### src/rtl/wsg_voice_mixer.sv
// Namco-style waveform sound generator: per-voice freq/wave/vol registers, phase accumulators, shared ROM port, saturated mix.
// Latency: sample_valid pulses 3*NUM_VOICES+1 cycles after the accepted sample_tick (10 cycles for 3 voices).
// Backpressure: none; a sample_tick arriving while a frame is in flight is dropped and raises sticky overrun.
//
// Ports:
//   clk, rst          clock and asynchronous active-low reset
//   wr_en, ram_addr,  CPU write port; voice v owns BASE_ADDR+8v..+8v+7
//   cpu_data          (offsets 0-4 freq nibbles LS first, 5 wave_sel, 6 vol, 7 reserved)
//   sample_tick       one-cycle request for a new mixed sample
//   rom_addr/rom_data shared waveform ROM port {wave_sel, phase[4:0]}, data one cycle after address
//   sample_out        saturated mixed sample, held between frames
//   sample_valid      one-cycle pulse when sample_out updates
//   busy, overrun     frame in progress / sticky dropped-tick flag
//
// Optional build macro WSG_MASTER_ENABLE_EN adds a master-enable register (bit0) at
// BASE_ADDR+8*NUM_VOICES; while it is 0 the mixed sample is forced to zero but the
// accumulators keep advancing and sample_valid keeps pulsing.

module wsg_voice_mixer #(
    parameter int          NUM_VOICES = 3,
    parameter int          ACC_W      = 20,
    parameter logic [15:0] BASE_ADDR  = 16'h5040,
    parameter int          OUT_W      = 8
) (
    input  logic             clk,
    input  logic             rst,
    input  logic             wr_en,
    input  logic [15:0]      ram_addr,
    input  logic [7:0]       cpu_data,
    input  logic             sample_tick,
    output logic [7:0]       rom_addr,
    input  logic [3:0]       rom_data,
    output logic [OUT_W-1:0] sample_out,
    output logic             sample_valid,
    output logic             busy,
    output logic             overrun
);

    // Voice index width is at least one bit so a single-voice build still has a counter.
    localparam int VI_W  = (NUM_VOICES > 1) ? $clog2(NUM_VOICES) : 1;
    // Each product is at most 15*15 = 225 (8 bits); the sum grows by clog2(voices).
    localparam int SUM_W = 8 + $clog2(NUM_VOICES);
    localparam int WIN   = 8 * NUM_VOICES;
    // Common width for the saturation compare, wide enough for either operand.
    localparam int CW    = (SUM_W > OUT_W) ? SUM_W : OUT_W;

    typedef enum logic [2:0] {
        S_IDLE,
        S_ADDR,
        S_WAIT,
        S_MAC,
        S_OUT
    } state_t;

    // ------------------------------------------------------------------
    // CPU-visible voice registers
    // ------------------------------------------------------------------
    logic [19:0]     freq_q [NUM_VOICES];
    logic [2:0]      wave_q [NUM_VOICES];
    logic [3:0]      vol_q  [NUM_VOICES];

    logic [15:0]     win_off;
    logic            win_hit;
    logic [VI_W-1:0] wr_voice;
    logic [2:0]      wr_field;
    logic            out_en;
    logic            unused_cpu_hi;

    assign win_off  = ram_addr - BASE_ADDR;
    // The explicit lower-bound test keeps addresses below the window from
    // wrapping into it when BASE_ADDR is small.
    assign win_hit  = wr_en && (ram_addr >= BASE_ADDR) && (win_off < 16'(WIN));
    assign wr_voice = win_off[VI_W+2:3];
    assign wr_field = win_off[2:0];

    // Only the low nibble of the CPU byte carries register data.
    assign unused_cpu_hi = ^cpu_data[7:4];

    always_ff @(posedge clk or negedge rst) begin
        if (!rst) begin
            for (int v = 0; v < NUM_VOICES; v++) begin
                freq_q[v] <= '0;
                wave_q[v] <= '0;
                vol_q[v]  <= '0;
            end
        end else if (win_hit) begin
            // Writes land immediately, even mid-frame; the sequencer simply
            // picks up whatever is present when it reaches that voice.
            for (int v = 0; v < NUM_VOICES; v++) begin
                if (wr_voice == VI_W'(v)) begin
                    case (wr_field)
                        3'd0:    freq_q[v][3:0]   <= cpu_data[3:0];
                        3'd1:    freq_q[v][7:4]   <= cpu_data[3:0];
                        3'd2:    freq_q[v][11:8]  <= cpu_data[3:0];
                        3'd3:    freq_q[v][15:12] <= cpu_data[3:0];
                        3'd4:    freq_q[v][19:16] <= cpu_data[3:0];
                        3'd5:    wave_q[v]        <= cpu_data[2:0];
                        3'd6:    vol_q[v]         <= cpu_data[3:0];
                        default: ;
                    endcase
                end
            end
        end
    end

`ifdef WSG_MASTER_ENABLE_EN
    // Master enable sits in the slot just past the last voice.
    logic en_q;
    logic en_hit;

    assign en_hit = wr_en && (ram_addr == (BASE_ADDR + 16'(WIN)));

    always_ff @(posedge clk or negedge rst) begin
        if (!rst) begin
            en_q <= 1'b0;
        end else if (en_hit) begin
            en_q <= cpu_data[0];
        end
    end

    assign out_en = en_q;
`else
    assign out_en = 1'b1;
`endif

    // ------------------------------------------------------------------
    // Sequencer state
    // ------------------------------------------------------------------
    state_t           state_q;
    logic [VI_W-1:0]  vi_q;
    logic [SUM_W-1:0] sum_q;
    logic [ACC_W-1:0] acc_q [NUM_VOICES];
    logic [7:0]       rom_addr_q;
    logic [OUT_W-1:0] sample_out_q;
    logic             sample_valid_q;
    logic             busy_q;
    logic             overrun_q;

    // ------------------------------------------------------------------
    // Per-voice datapath for the voice currently selected by vi_q
    // ------------------------------------------------------------------
    logic [19:0]      freq_sel;
    logic [2:0]       wave_sel;
    logic [3:0]       vol_sel;
    logic [ACC_W-1:0] acc_sel;
    logic [ACC_W-1:0] acc_d;
    logic [7:0]       rom_addr_d;
    logic [7:0]       prod_d;
    logic [SUM_W-1:0] sum_d;
    logic [CW-1:0]    sum_cw;
    logic [OUT_W-1:0] sat_d;
    logic             last_voice;

    always_comb begin
        freq_sel = '0;
        wave_sel = '0;
        vol_sel  = '0;
        acc_sel  = '0;
        // Mux by comparison rather than direct indexing so a non-power-of-two
        // voice count never reads past the end of the arrays.
        for (int v = 0; v < NUM_VOICES; v++) begin
            if (vi_q == VI_W'(v)) begin
                freq_sel = freq_q[v];
                wave_sel = wave_q[v];
                vol_sel  = vol_q[v];
                acc_sel  = acc_q[v];
            end
        end
    end

    // Phase advance wraps naturally at 2^ACC_W; the top five bits index the
    // 32-entry waveform selected by wave_sel.
    assign acc_d      = acc_sel + ACC_W'(freq_sel);
    assign rom_addr_d = {wave_sel, acc_d[ACC_W-1 -: 5]};
    assign prod_d     = {4'd0, rom_data} * {4'd0, vol_sel};
    assign sum_d      = sum_q + SUM_W'(prod_d);
    assign sum_cw     = CW'(sum_d);
    assign sat_d      = (sum_cw > CW'({OUT_W{1'b1}})) ? {OUT_W{1'b1}} : sum_cw[OUT_W-1:0];
    assign last_voice = (vi_q == VI_W'(NUM_VOICES - 1));

    // ------------------------------------------------------------------
    // Frame sequencer: IDLE -> (ADDR -> WAIT -> MAC) x voices -> OUT
    // ------------------------------------------------------------------
    always_ff @(posedge clk or negedge rst) begin
        if (!rst) begin
            state_q        <= S_IDLE;
            vi_q           <= '0;
            sum_q          <= '0;
            rom_addr_q     <= '0;
            sample_out_q   <= '0;
            sample_valid_q <= 1'b0;
            busy_q         <= 1'b0;
            overrun_q      <= 1'b0;
            for (int v = 0; v < NUM_VOICES; v++) begin
                acc_q[v] <= '0;
            end
        end else begin
            sample_valid_q <= 1'b0;

            // busy_q covers ADDR through OUT, so a tick in the OUT cycle is
            // also a drop.
            if (sample_tick && busy_q) begin
                overrun_q <= 1'b1;
            end

            case (state_q)
                S_IDLE: begin
                    if (sample_tick) begin
                        state_q <= S_ADDR;
                        vi_q    <= '0;
                        sum_q   <= '0;
                        busy_q  <= 1'b1;
                    end
                end

                S_ADDR: begin
                    // Muted voices still advance so they stay phase-coherent.
                    for (int v = 0; v < NUM_VOICES; v++) begin
                        if (vi_q == VI_W'(v)) begin
                            acc_q[v] <= acc_d;
                        end
                    end
                    rom_addr_q <= rom_addr_d;
                    state_q    <= S_WAIT;
                end

                // ROM answers one cycle after it sees the address.
                S_WAIT: begin
                    state_q <= S_MAC;
                end

                S_MAC: begin
                    sum_q <= sum_d;
                    if (last_voice) begin
                        // The output register is loaded on entry to OUT so the
                        // new sample and its valid pulse are visible during the
                        // OUT cycle itself.
                        sample_out_q   <= out_en ? sat_d : '0;
                        sample_valid_q <= 1'b1;
                        state_q        <= S_OUT;
                    end else begin
                        vi_q    <= vi_q + VI_W'(1);
                        state_q <= S_ADDR;
                    end
                end

                S_OUT: begin
                    busy_q  <= 1'b0;
                    state_q <= S_IDLE;
                end

                default: begin
                    state_q <= S_IDLE;
                    busy_q  <= 1'b0;
                end
            endcase
        end
    end

    assign rom_addr     = rom_addr_q;
    assign sample_out   = sample_out_q;
    assign sample_valid = sample_valid_q;
    assign busy         = busy_q;
    assign overrun      = overrun_q;

endmodule

### config.mk
export PLATFORM = sky130hd
export DESIGN_NAME = wsg_voice_mixer
export DESIGN_NICKNAME = d
export VERILOG_FILES = /design/src/rtl/wsg_voice_mixer.sv
export SDC_FILE = /design/constraint.sdc
export NUM_CORES = 1
export LEC_CHECK = 0
export CORE_MARGIN = 5
export CORE_UTILIZATION = 27
export DETAILED_ROUTE_END_ITERATION = 7
export GPL_ROUTABILITY_DRIVEN = 0
export GPL_TIMING_DRIVEN = 0
export HOLD_SLACK_MARGIN = 0.08
export PLACE_DENSITY_LB_ADDON = 0.15
export SKIP_CTS_REPAIR_TIMING = 1
export SYNTH_ARGS = -nofsm -noshare
export SYNTH_HDL_FRONTEND = slang
export SYNTH_SLANG_ARGS = --single-unit
### constraint.sdc
create_clock -name clk -period 6.21 [get_ports clk]
set_input_delay 0.621 -clock clk [delete_from_list [all_inputs] [get_ports clk]]
set_output_delay 0.621 -clock clk [all_outputs]
set_load 0.005 [all_outputs]
# --- Yosys cells after proc, flatten, opt, wreduce, memory -nomap -nowiden ---
# Cells that the tools add are included.
word_totals:
  input_bits: 32
  regBits: 175
  out_inout_bits: 19
op_classes:
  n_eq_ne: 15
  order_cmp: 3
  n_mul: 1
  n_reduce_logical: 37
  bitwise_logic: 1
  add_sub_neg: 4
  mux: 25
ops:
  columns: ["cell", "count"]
  rows:
  - ["$mux W20", 6]
  - ["$reduce_and A3 Y1", 22]
  - ["$add A20 B20 Y20", 1]
  - ["$pmux W10 S2", 1]
  - ["$ge A16 B15 Y1 const B", 1]
  - ["$lt A16 B5 Y1 const B", 1]
  - ["$sub A16 B15 Y16 const B", 1]
  - ["$mux W3", 5]
  - ["$eq A3 B2 Y1 const B", 4]
  - ["$mux W4", 3]
  - ["$pmux W3 S4", 1]
  - ["$reduce_and A2 Y1", 6]
  - ["$add A10 B8 Y10", 1]
  - ["$gt A10 B8 Y1 const B", 1]
  - ["$mux W10", 1]
  - ["$eq A3 B3 Y1 const B", 3]
  - ["$mul A4 B4 Y8", 1]
  - ["$mux W8", 1]
  - ["$eq A3 B1 Y1 const B", 2]
  - ["$logic_not A3 Y1", 2]
  - ["$eq A2 B1 Y1 const B", 2]
  - ["$eq A2 B2 Y1 const B", 2]
  - ["$logic_not A2 Y1", 2]
  - ["$mux W2", 2]
  - ["9 further kinds", 14]

# --- Depth between registers and ports, before layout ---
logic_depth:
  depth_word: 8
  mapped_depth: 21
  ltp_nobuf: 20

# --- Worst setup path before layout ---
# Ideal clock, no wire load.
synth_timing:
  kind: "register to register"
  start: "register vi_q[1]"
  end: "register sample_out_q[3] (netlist: sample_out[3])"
  arrival_time_ns: 4.491
  slack_ns: 1.636
  stages_incl_launch_ff: 19
  cell_sequence: "dfrtp_1 inv_1 ha_1 buf_2 clkbuf_1 a21oi_1 o21ai_0 nand2_1 fa_1 fa_1 fa_1 inv_1 ha_1 nor2_1 o311a_1 o22a_1 a311oi_2 nand3_2 a31oi_1"
synth_via:
  elab_chain_len: 8
synth_lines:
  columns: ["item", "line_no", "source"]
  rows:
  - ["start: declaration", "130", "logic [VI_W-1:0] vi_q;"]
  - ["start signal: assignment", "242", "vi_q <= vi_q + VI_W'(1);"]
  - ["$logic_not A2 Y1", "162", "if (vi_q == VI_W'(v)) begin"]
  - ["$mux W4 (3 in a row)", "162", null]
  - ["$mul A4 B4 Y8", "175", "assign prod_d = {4'd0, rom_data} * {4'd0, vol_sel};"]
  - ["$add A10 B8 Y10", "176", "assign sum_d = sum_q + SUM_W'(prod_d);"]
  - ["$gt A10 B8 Y1", "178", "assign sat_d = (sum_cw > CW'({OUT_W{1'b1}})) ? {OUT_W{1'b1}} : sum_cw[OUT_W-1:0];"]
  - ["$mux W8", "178", null]
  - ["end signal: assignment", "238", "sample_out_q <= out_en ? sat_d : '0;"]
  - ["end: declaration", "134", "logic [OUT_W-1:0] sample_out_q;"]
# Several ways; a longest one is shown, not always the timed one.
# A chain may end at the register's enable or synchronous reset.

# --- Worst setup path in the final report ---
layout_timing:
  start: "register vi_q[0]"
  end: "register acc_q[17] (netlist bit)"
layout_via:
  elab_chain_len: 5
layout_lines:
  columns: ["item", "line_no", "source"]
  rows:
  - ["$logic_not A2 Y1", "162", null]
  - ["$mux W20 (3 in a row)", "162", null]
  - ["$add A20 B20 Y20", "173", "assign acc_d = acc_sel + ACC_W'(freq_sel);"]
  - ["end signal: indexed assignment", "195", "acc_q[v] <= '0;"]
  - ["end signal: indexed assignment", "220", "acc_q[v] <= acc_d;"]
  - ["end: declaration", "132", "logic [ACC_W-1:0] acc_q [NUM_VOICES];"]
# Several ways; a longest one is shown, not always the timed one.

==> flow_summary.json <==
{
  "drtAntennaViolNets": 0,
  "ys_ff_latch": 175,
  "crit_arrival_ns": 5.79,
  "finalCriticalPeriod_ns": 5.50,
  "leakage_nw": 5.16,
  "syn_nets": 1151,
  "reg2reg_depth": 15,
  "yosysUniqueCellTypes": 70,
  "first_global_vias": 8047,
  "pre_cts_slack_ns": 0.635,
  "power.density_nw_per_um2": 280,
  "multi_input_area_um2": 5180,
  "fin_skew_ns": 0.0186,
  "outcome": "finished clean",
  "cts-root-buf": "clkbuf_16",
  "timing.final.crit_share_pct": 88.6,
  "vias_per_cell": 4.90,
  "core_area_um2": 36500,
  "r2r_end": "acc_q[17]",
  "clock_latency_ns": 0.46,
  "max_freq_mhz": 182,
  "routed_wl_um": 30100,
  "numCtsBuffers": 17,
  "yosysWarnings": 0,
  "cts.clk_slew.worst_paths_ns": 0.09,
  "critPathMaxFanout": 10,
  "first_iter_violations": 402,
  "async_flop_share_pct": 100,
  "dpl.hpwl_um": 21900,
  "io_pins": 51,
  "grt_usage_pct": 15.0,
  "regArea_um2": 4380,
  "n_antenna_cell": 0,
  "seq_area_frac_synth_pct": 44.0,
  "reg2reg_setup_slack_ns": 0.71,
  "setup_violations": 0,
  "end_kind": "flip-flop",
  "num_vias": 7913,
  "slew_viol_final": 0,
  "cts_num_sinks": 175,
  "final.fill_count": 3841,
  "drc": 0,
  "syn_inst": 1069,
  "crit-reg2reg-launch": "vi_q[0]",
  "htreeDepth": 4,
  "drive_above_1_share_pct": 13.4,
  "dr.pass1.iters": 4,
  "synthFlopType": "dfrtp_1",
  "crit_path_start_kind": "flip-flop",
  "syn_avg_cell_area_um2": 9.31,
  "syn_to_final_growth_pct": 16.6,
  "hold_viol": 0,
  "tightestPinTransition_ns": 1.35,
  "cp.required_ns": 6.50,
  "synth_area_um2": 9950,
  "port_buffers": 44,
  "max_cap_violations": 0,
  "slew_headroom_pct": 9.04,
  "cts_tree": "built",
  "grt_max_degree": 98,
  "die_y_um": 202,
  "nets": 1215,
  "synth-edff-count": 0,
  "ir_drop_uv": 220,
  "rows": 70,
  "initial_core_util_pct": 27.2,
  "wl_per_cell_um": 18.7,
  "antenna_found_initial": 0,
  "fin_cells": 1614,
  "post-route-util_pct": 31.8,
  "design.die.area_um2": 40800,
  "dpl.cell_count": 1582,
  "die_w_um": 202,
  "hold_path.class": "input pin to async pin",
  "rsz0062_at_grt": "no",
  "cts_buffer_depth": 2,
  "overflow": 0,
  "setup_slack_ns": 0.709,
  "criticalPathCategory": "flip-flop to flip-flop",
  "grt_pass1_wl_um": 48000
}
-- logic make-up after synthesis --
logic type / share of synthesized area [%]
and+or+nand+nor: 18.5
AOI/OAI and AO/OA: 15.6
DFF: 44.0
buffers and inverters: 3.89
muxes: 9.37
adders and majority gates: 7.04
xor gates and xnor gates: 1.58
-- metal layers --
layer  up-vias  global-route usage [%]  part of all wire (%)
met5         -                       0                     0
met4         0                    3.66                   1.6
met3        23                    2.60                   2.8
met2       125                    23.9                    46
met1      3936                    21.4                    49
li1       3829                       -                     -
-- flip-flops by register name, summed over array words and instances, names as in the netlist, 2 cells and up --
register and flops:
freq_q 60, vi_q 2, sum_q 10, wave_q 9, sample_out 8, vol_q 12
rom_addr 8, acc_q 60, state_q 3
-- worst max-delay path, cell delays in order, from the launching register on --
cell and delay [ns]:
dfrtp_1 0.41, inv_1 0.09, ha_1 0.14, clkbuf_1 0.35, clkbuf_1 0.39, clkbuf_1 0.54, clkbuf_1 0.54, nand2_1 0.09
o21ai_0 0.19, ha_1 0.31, a211oi_1 0.30, o21ai_0 0.27, nand3b_1 0.18, a21oi_1 0.14, o311ai_0 1.14, o21ai_0 0.24
-- final cells by class --
class                           instances  area share (%)
Inverter                               30           0.971
Clock inverter                         15            1.47
Clock buffer                           17            3.67
Timing Repair Buffer                   45            4.08
Buffer                                 66            2.36
Sequential cell                       175            37.7
Tap cell                              468            5.05
Multi-Input combinational cell        798            44.7
-- power breakdown --
group | leakage [nW] | total, mW | switching (mW) | internal [mW]
clock | 0.287 | 1.13 | 0.557 | 0.577
combinational | 2.47 | 0.882 | 0.655 | 0.227
sequential | 2.41 | 1.23 | 0.0329 | 1.20
-- stage by stage --
| step | area, µm² | hold WS (ns) | setup TNS (ns) | power [mW] |
|---|---|---|---|---|
| after floorplan | 9950 | 0.325 | 0 | 1.70 |
| after global placement | 11000 | 0.444 | -617.69 | 2.15 |
| after detailed placement | 11000 | 0.463 | 0 | 2.15 |
| after CTS | 11600 | 0.155 | 0 | 3.29 |
| after global routing | 11600 | 0.165 | 0 | 3.41 |
| final | 11600 | 0.112 | 0 | 3.25 |
-- layout by cell type (no fill, tap or decap), types with 11 or more instances in the layout --
cell             count
a21oi_1             83
a21o_1              12
clkdlybuf4s50_1     43
and2_1              21
nand3_1             11
nor2_1              79
nand2_1            194
clkbuf_1            50
ha_1                40
inv_1               30
mux2_2              73
clkbuf_16           17
dfrtp_1            175
xor2_1              11
o21ai_0            122
-- synthesized netlist by cell type (9+ instances only) --
library cell	count	area, µm²
a21oi_1	83	415
nor2_4	9	101
nand3_1	11	55.1
ha_1	40	500
inv_1	30	113
xor2_1	11	96.3
clkbuf_1	50	188
o21ai_0	122	611
mux2_2	73	822
fa_1	10	200
nor2_1	79	297
a21o_1	12	90.1
and2_1	21	131
nand2_1	194	728
dfrtp_1	175	4380
-- worst max-delay path by stage --
stage	slack, ns	endpoint	from
2_1_floorplan	1.64	sample_out[3]	vi_q[1]
3_3_place_gp	-3.55	acc_q[46]	rst
3_5_place_dp	0.64	acc_q[17]	vi_q[0]
4_1_cts	0.66	acc_q[17]	vi_q[0]
5_1_grt	0.22	acc_q[17]	vi_q[0]
6_report	0.71	acc_q[17]	vi_q[0]
Note: power is estimated with default switching activity, not from simulation.
